`config.mk`:
```
export PLATFORM = sky130hd
export DESIGN_NAME = result_uart_tx
export DESIGN_NICKNAME = d
export VERILOG_FILES = /design/src/rtl/result_uart_tx.sv
export SDC_FILE = /design/constraint.sdc
export NUM_CORES = 1
export LEC_CHECK = 0
export CORE_ASPECT_RATIO = 0.5
export CORE_MARGIN = 4
export CORE_UTILIZATION = 40
export CTS_CLUSTER_DIAMETER = 200
export DETAILED_ROUTE_END_ITERATION = 8
export PLACE_DENSITY = 0.68
export SLEW_MARGIN = 5
export SYNTH_ARGS = -nofsm -noshare
export SYNTH_HDL_FRONTEND = slang
export SYNTH_SLANG_ARGS = --single-unit
```
`constraint.sdc`:
```
create_clock -name clk -period 2.5 [get_ports clk]
set_input_delay 0.5 -clock clk [delete_from_list [all_inputs] [get_ports clk]]
set_output_delay 0.5 -clock clk [all_outputs]
set_load 0.02 [all_outputs]
```
`src/rtl/result_uart_tx.sv`:
```
// result_uart_tx: captures a bank-compare result on a rising edge of
// transmit_ready and sends it to the host as a 4-byte UART 8N1 packet:
// HEADER, {match, 000, index[11:8]}, index[7:0], XOR checksum.
module result_uart_tx #(
  parameter int unsigned CLKS_PER_BIT = 347,
  parameter logic [7:0]  HEADER       = 8'hA5,
  parameter int unsigned INDEX_W      = 12
) (
  input  logic               clk,
  input  logic               reset_n,
  input  logic               transmit_ready,
  input  logic               result_compare,
  input  logic [INDEX_W-1:0] final_index,
  output logic               tx,
  output logic               busy,
  output logic               done,
  output logic               overrun
);

  localparam int unsigned CNT_W = 12;
  localparam logic [CNT_W-1:0] BAUD_LAST = CNT_W'(CLKS_PER_BIT - 1);

  localparam logic [1:0] S_IDLE  = 2'd0;
  localparam logic [1:0] S_START = 2'd1;
  localparam logic [1:0] S_DATA  = 2'd2;
  localparam logic [1:0] S_STOP  = 2'd3;

  logic [1:0]       r_state;
  logic [CNT_W-1:0] r_baud;
  logic [2:0]       r_bit_idx;
  logic [1:0]       r_byte_idx;
  logic [31:0]      r_pkt;
  logic             r_tr_q;
  logic             r_tx;
  logic             r_busy;
  logic             r_done;
  logic             r_overrun;
  logic             r_fin;

  logic [1:0]       w_state_nxt;
  logic [CNT_W-1:0] w_baud_nxt;
  logic [2:0]       w_bit_nxt;
  logic [1:0]       w_byte_nxt;
  logic             w_fin_nxt;
  logic             w_tx_nxt;
  logic             w_req;
  logic             w_capture;
  logic             w_baud_end;
  logic [7:0]       w_b1;
  logic [7:0]       w_b2;
  logic [7:0]       w_b3;
  logic [7:0]       w_cur_byte;

  // Rising-edge request detect and packet byte assembly
  assign w_req      = transmit_ready & ~r_tr_q;
  assign w_capture  = w_req & (r_state == S_IDLE);
  assign w_baud_end = (r_baud == BAUD_LAST);
  assign w_b1       = {result_compare, 3'b000, final_index[11:8]};
  assign w_b2       = final_index[7:0];
  assign w_b3       = HEADER ^ w_b1 ^ w_b2;

  // Select the byte currently being shifted out
  always_comb begin
    w_cur_byte = r_pkt[7:0];
    case (r_byte_idx)
      2'd0:    w_cur_byte = r_pkt[7:0];
      2'd1:    w_cur_byte = r_pkt[15:8];
      2'd2:    w_cur_byte = r_pkt[23:16];
      default: w_cur_byte = r_pkt[31:24];
    endcase
  end

  // Next-state, counter and line-level logic
  always_comb begin
    w_state_nxt = r_state;
    w_baud_nxt  = w_baud_end ? '0 : r_baud + CNT_W'(1);
    w_bit_nxt   = r_bit_idx;
    w_byte_nxt  = r_byte_idx;
    w_fin_nxt   = 1'b0;
    w_tx_nxt    = 1'b1;
    case (r_state)
      S_IDLE: begin
        w_baud_nxt = '0;
        if (w_capture) begin
          w_state_nxt = S_START;
          w_bit_nxt   = 3'd0;
          w_byte_nxt  = 2'd0;
        end
      end
      S_START: begin
        w_tx_nxt = 1'b0;
        if (w_baud_end) begin
          w_state_nxt = S_DATA;
          w_bit_nxt   = 3'd0;
        end
      end
      S_DATA: begin
        w_tx_nxt = w_cur_byte[r_bit_idx];
        if (w_baud_end) begin
          if (r_bit_idx == 3'd7) begin
            w_state_nxt = S_STOP;
          end else begin
            w_bit_nxt = r_bit_idx + 3'd1;
          end
        end
      end
      S_STOP: begin
        w_tx_nxt = 1'b1;
        if (w_baud_end) begin
          if (r_byte_idx != 2'd3) begin
            w_byte_nxt  = r_byte_idx + 2'd1;
            w_state_nxt = S_START;
          end else begin
            w_state_nxt = S_IDLE;
            w_fin_nxt   = 1'b1;
          end
        end
      end
      default: begin
        w_state_nxt = S_IDLE;
        w_baud_nxt  = '0;
      end
    endcase
  end

  // FSM state and bit/byte counters
  always_ff @(posedge clk or negedge reset_n) begin
    if (!reset_n) begin
      r_state    <= S_IDLE;
      r_baud     <= '0;
      r_bit_idx  <= 3'd0;
      r_byte_idx <= 2'd0;
    end else begin
      r_state    <= w_state_nxt;
      r_baud     <= w_baud_nxt;
      r_bit_idx  <= w_bit_nxt;
      r_byte_idx <= w_byte_nxt;
    end
  end

  // Packet latch, request history and registered outputs
  always_ff @(posedge clk or negedge reset_n) begin
    if (!reset_n) begin
      r_pkt     <= '0;
      r_tr_q    <= 1'b1;
      r_tx      <= 1'b1;
      r_busy    <= 1'b0;
      r_done    <= 1'b0;
      r_overrun <= 1'b0;
      r_fin     <= 1'b0;
    end else begin
      r_tr_q <= transmit_ready;
      r_tx   <= w_tx_nxt;
      r_fin  <= w_fin_nxt;
      r_done <= r_fin;
      if (w_capture) begin
        r_pkt     <= {w_b3, w_b2, w_b1, HEADER};
        r_busy    <= 1'b1;
        r_overrun <= 1'b0;
      end else begin
        if (r_fin) begin
          r_busy <= 1'b0;
        end
        if (w_req) begin
          r_overrun <= 1'b1;
        end
      end
    end
  end

  assign tx      = r_tx;
  assign busy    = r_busy;
  assign done    = r_done;
  assign overrun = r_overrun;

endmodule

```
Word-level counts from Yosys, hierarchy flattened
Cells that the tools add are included.

storage, ports and cells
  bits in registers = 50
  input port bits = 16
  output and inout port bits = 4

operators by class
  add/subtract/negate cells = 3
  magnitude comparators = 1
  equality and inequality tests = 15
  multiplexer cells = 29
  bitwise operators = 5
  reductions and logical operators = 9

operators with widths
  kind                     number
  $mux W12                 2
  $pmux W8 S3              1
  $mux W2                  8
  $ne A2 B2 Y1 const B     8
  $add A12 B1 Y12 const B  1
  $eq A12 B9 Y1 const B    1
  $mux W3                  4
  $reduce_and A5 Y1        2
  $mux W1                  9
  $pmux W3 S3              1
  $pmux W2 S4              1
  $xor A8 B8 Y8            1
  $eq A2 B2 Y1 const B     3
  $reduce_bool A2 Y1       3
  $eq A2 B1 Y1 const B     2
  $logic_not A2 Y1         2
  $lt A3 B4 Y1 const B     1
  $not A4 Y4               1
  $pmux W2 S2              1
  $reduce_and A4 Y1        1
  $add A3 B1 Y3 const B    1
  $bmux W1 S3              1
  $eq A3 B3 Y1 const B     1
  $reduce_bool A3 Y1       1
  4 further kinds          5

Depth between registers and ports, before layout
  depth in word-level cells = 5
  depth in mapped cells = 7
  gate-level depth less buffers = 6

Worst setup path before layout
Ideal clock, no wire load.

  kind = register to register
  start = register r_baud[0]
  end = register r_state[1]
  library setup time = 0.127 ns
  arrival time = 1.862 ns
  setup slack = 0.510 ns
  cell stages (with the launch flop) = 7
  cell sequence = dfrtp_1 > inv_1 > ha_1 > or4b_4 > a2111oi_2 > o21a_1 > mux2_1

on the way
  cells in the longest elaborated chain, start to end = 3
  elaborated cells between the ends (all ways) = 5

ends and longest elaborated chain
  what                           line  RTL
  from (decl)                    29    logic [CNT_W-1:0] r_baud;
  from (signal assigned)         135   r_baud <= w_baud_nxt;
  $eq A12 B9 Y1 *                57    assign w_baud_end = (r_baud == BAUD_LAST);
  $ne A2 B2 Y1 (no line)         --
  $reduce_and A5 Y1 (no line) *  --
  to (signal assigned)           134   r_state <= w_state_nxt;
  to (decl)                      28    logic [1:0] r_state;

Every way passes the cells marked *; elsewhere a longest branch is shown, timed or not.
A chain may end at the register's enable or synchronous reset.

Final worst setup path
  start = register r_baud[0]
  end = register r_baud[10]

on the way
  cells in the longest elaborated chain, start to end = 3
  elaborated cells between the ends (all ways) = 4

ends and longest elaborated chain
  what                                              line    RTL
  $add A12 B1 Y12 or $eq A12 B9 Y1 (tied branches)  76, 57
  $mux W12 *                                        76      w_baud_nxt = w_baud_end ? '0 : r_baud + CNT_W'(1);
  $mux W12 *                                        81      case (r_state)
  via w_baud_nxt[10]                                41      logic [CNT_W-1:0] w_baud_nxt;

The timed path passes the listed nets; every way through them passes the cells marked *.

==> reports/qor.csv <==
metric;value;unit
outcome;complete, no violations;
io_pins;20;
tns;0;ns
end_kind;register;
synth_flop_cell;dfrtp_1;
routabilityCongestion;0.783;
place_ws;0.389;ns
ys_seq_area_share;48.9;%
dr.first_iter.drc_count;79;
leakage;1.24;nW
startpoint_type;register;
htreeDepth;2;
grt_antenna_before_repair;0;
numClockSinks;45;
critical_path_class;register to register;
drtAntennaViolNets;0;
slew_headroom;57.5;%
cp.required;2.65;ns
nets;266;
final_common_cell;dfrtp_1;
fp.dieH;61.7;um
die_x;115;um
dp_hpwl;3270;um
std_cell_rows;19;
synth_edf_count;0;
grt_pass1_vias;1663;
ys_ff_latch;45;
postPlaceCellArea;2580;um2
core_area;5540;um2
netlist_area;2310;um2
postSynthCellCount;214;
grt-ovfl-total;0;
cts_made_buffers;5;
peakVddDrop;273;uV
yosysWarnings;0;
cts.clk_slew.worst_paths;0.06;ns
cts_resized;0;
hold_viol;0;
postLayoutSetupSlackWorst;0.414;ns
syn_to_final_growth;19.5;%
n_fill_cell;499;
drive_gt1_share;13.9;%
slew_viol_final;0;
fin_crit_sh;83.4;%
cts_tree;built;
layout_common_cells;dfrtp_1, nor2_1, clkdlybuf4s50_1, nand2_1, inv_1;
diodes;0;
routed_wl;4520;um
vias;1641;
power_density;566;nW/um2
skew;0.00499;ns
hold_path.class;input pin to asynchronous set/reset pin;
cts_hold_buf;0;
grt_max_degree;29;
firstDrtPassIters;4;
min_period;2.09;ns
post-cts-setup-buffers;0;
synth_cell_types;45;
synth_nets;243;
grt_pass1_wl;7820;um
cts_root_buffer;clkbuf_16;
portBuffers;19;
insertion_delay;0.29;ns
crit_path_max_fanout;12;
fin_area;2760;um2
route.detailed.drc;0;
die_area;7120;um2
cp.arrival;2.24;ns
track_usage;14.0;%
async_flop_share;100;%
start_util;41.7;%
final_core_util;49.8;%
avgSynthCellArea;10.8;um2
grt_setup_unrepaired;false;
routed_via_density;5.28;
clock.fmax;479;MHz
cap_violations;0;
wl_per_cell;14.5;um
power;1.56;mW
worstMarginPinSlew;0.638;ns
cts_max_path_buffers;2;
setup_viol;0;
through the flow:
| stage | cells | hold slack (ns) |
|---|---|---|
| 2_1_floorplan | 214 | 0.204 |
| 3_3_place_gp | 303 | 0.351 |
| 3_5_place_dp | 303 | 0.358 |
| 4_1_cts | 311 | 0.266 |
| 5_1_grt | 311 | 0.302 |
| 6_report | 311 | 0.233 |
kinds of logic (layout without fill, tap and decap cells):
family	count (synthesis)	after routing	synth area share (%)
xor+xnor	15	15	5.69
simple gates	65	65	14.6
mux	15	15	7.27
compound gates	40	40	12.9
fa+ha+maj	13	13	7.05
flops	45	45	48.9
buf+inv	21	45	3.58
final cells by class:
type | count | area, um2 | share of cell area, %
clock inverter | 1 | 30.0 | 1.09
inverter | 14 | 52.6 | 1.91
tap | 73 | 91.3 | 3.31
sequential | 45 | 1130 | 40.9
multi-input combinational | 148 | 1100 | 39.8
clock buffer | 7 | 143 | 5.17
timing repair buffer | 23 | 215 | 7.81
critical path: stages, from the launching register on:
cell      delay [ns]
dfrtp_1         0.42
inv_1           0.07
ha_1            0.13
or4b_4          0.48
or3_4           0.41
nand2b_1        0.34
nor2_1          0.11
synth_stat cells, types with 3 or more instances:
master    number  area (um2)
dfrtp_1       43        1080
nor2_1        19        71.3
nand2_1       16        60.1
inv_1         14        52.6
ha_1          13         163
mux2_2        13         146
o21ai_0        9        45.0
xor2_1         8        70.1
xnor2_1        7        61.3
a22oi_1        6        45.0
nand3_1        6        30.0
clkbuf_1       5        18.8
nand2b_1       4        25.0
nand4_1        4        25.0
nor3_1         4        20.0
a21oi_1        3        15.0
layer usage:
layer,vias to the layer above,wire [um],global-route usage (%)
met2,31,2180,24.8
met5,-,0,0
met1,796,2100,17.9
li1,809,-,-
met4,0,51,5.02
met3,5,182,2.42
registers in the layout, indices dropped and copies added, names as in the netlist:
name / count
r_fin: 1
tx: 1
r_pkt: 20
busy: 1
r_bit_idx: 3
r_baud: 12
r_byte_idx: 2
overrun: 1
done: 1
r_tr_q: 1
r_state: 2
power by group:
group | internal (mW) | switching (mW) | leakage (nW) | total, mW
combinational | 0.0304 | 0.0277 | 0.575 | 0.0581
clock | 0.499 | 0.270 | 0.0841 | 0.770
sequential | 0.732 | 0.00117 | 0.579 | 0.733
final timing paths:
| check | start | to | slack [ns] | cells after the start |
|---|---|---|---|---|
| worst max-delay path | r_baud[0] | r_baud[10] | 0.41 | 6 |
| worst min-delay path | reset_n | r_baud[2] | 0.23 | 1 |
| worst max register to register | r_baud[0] | r_baud[10] | 0.41 | 6 |
| worst min register to register | r_fin | done | 0.37 | 0 |
| max in group asynchronous | reset_n | r_baud[11] | 1.66 | 2 |
| min in group clk | r_fin | done | 0.37 | 0 |
No activity file was read; power rests on OpenSTA's default activity.
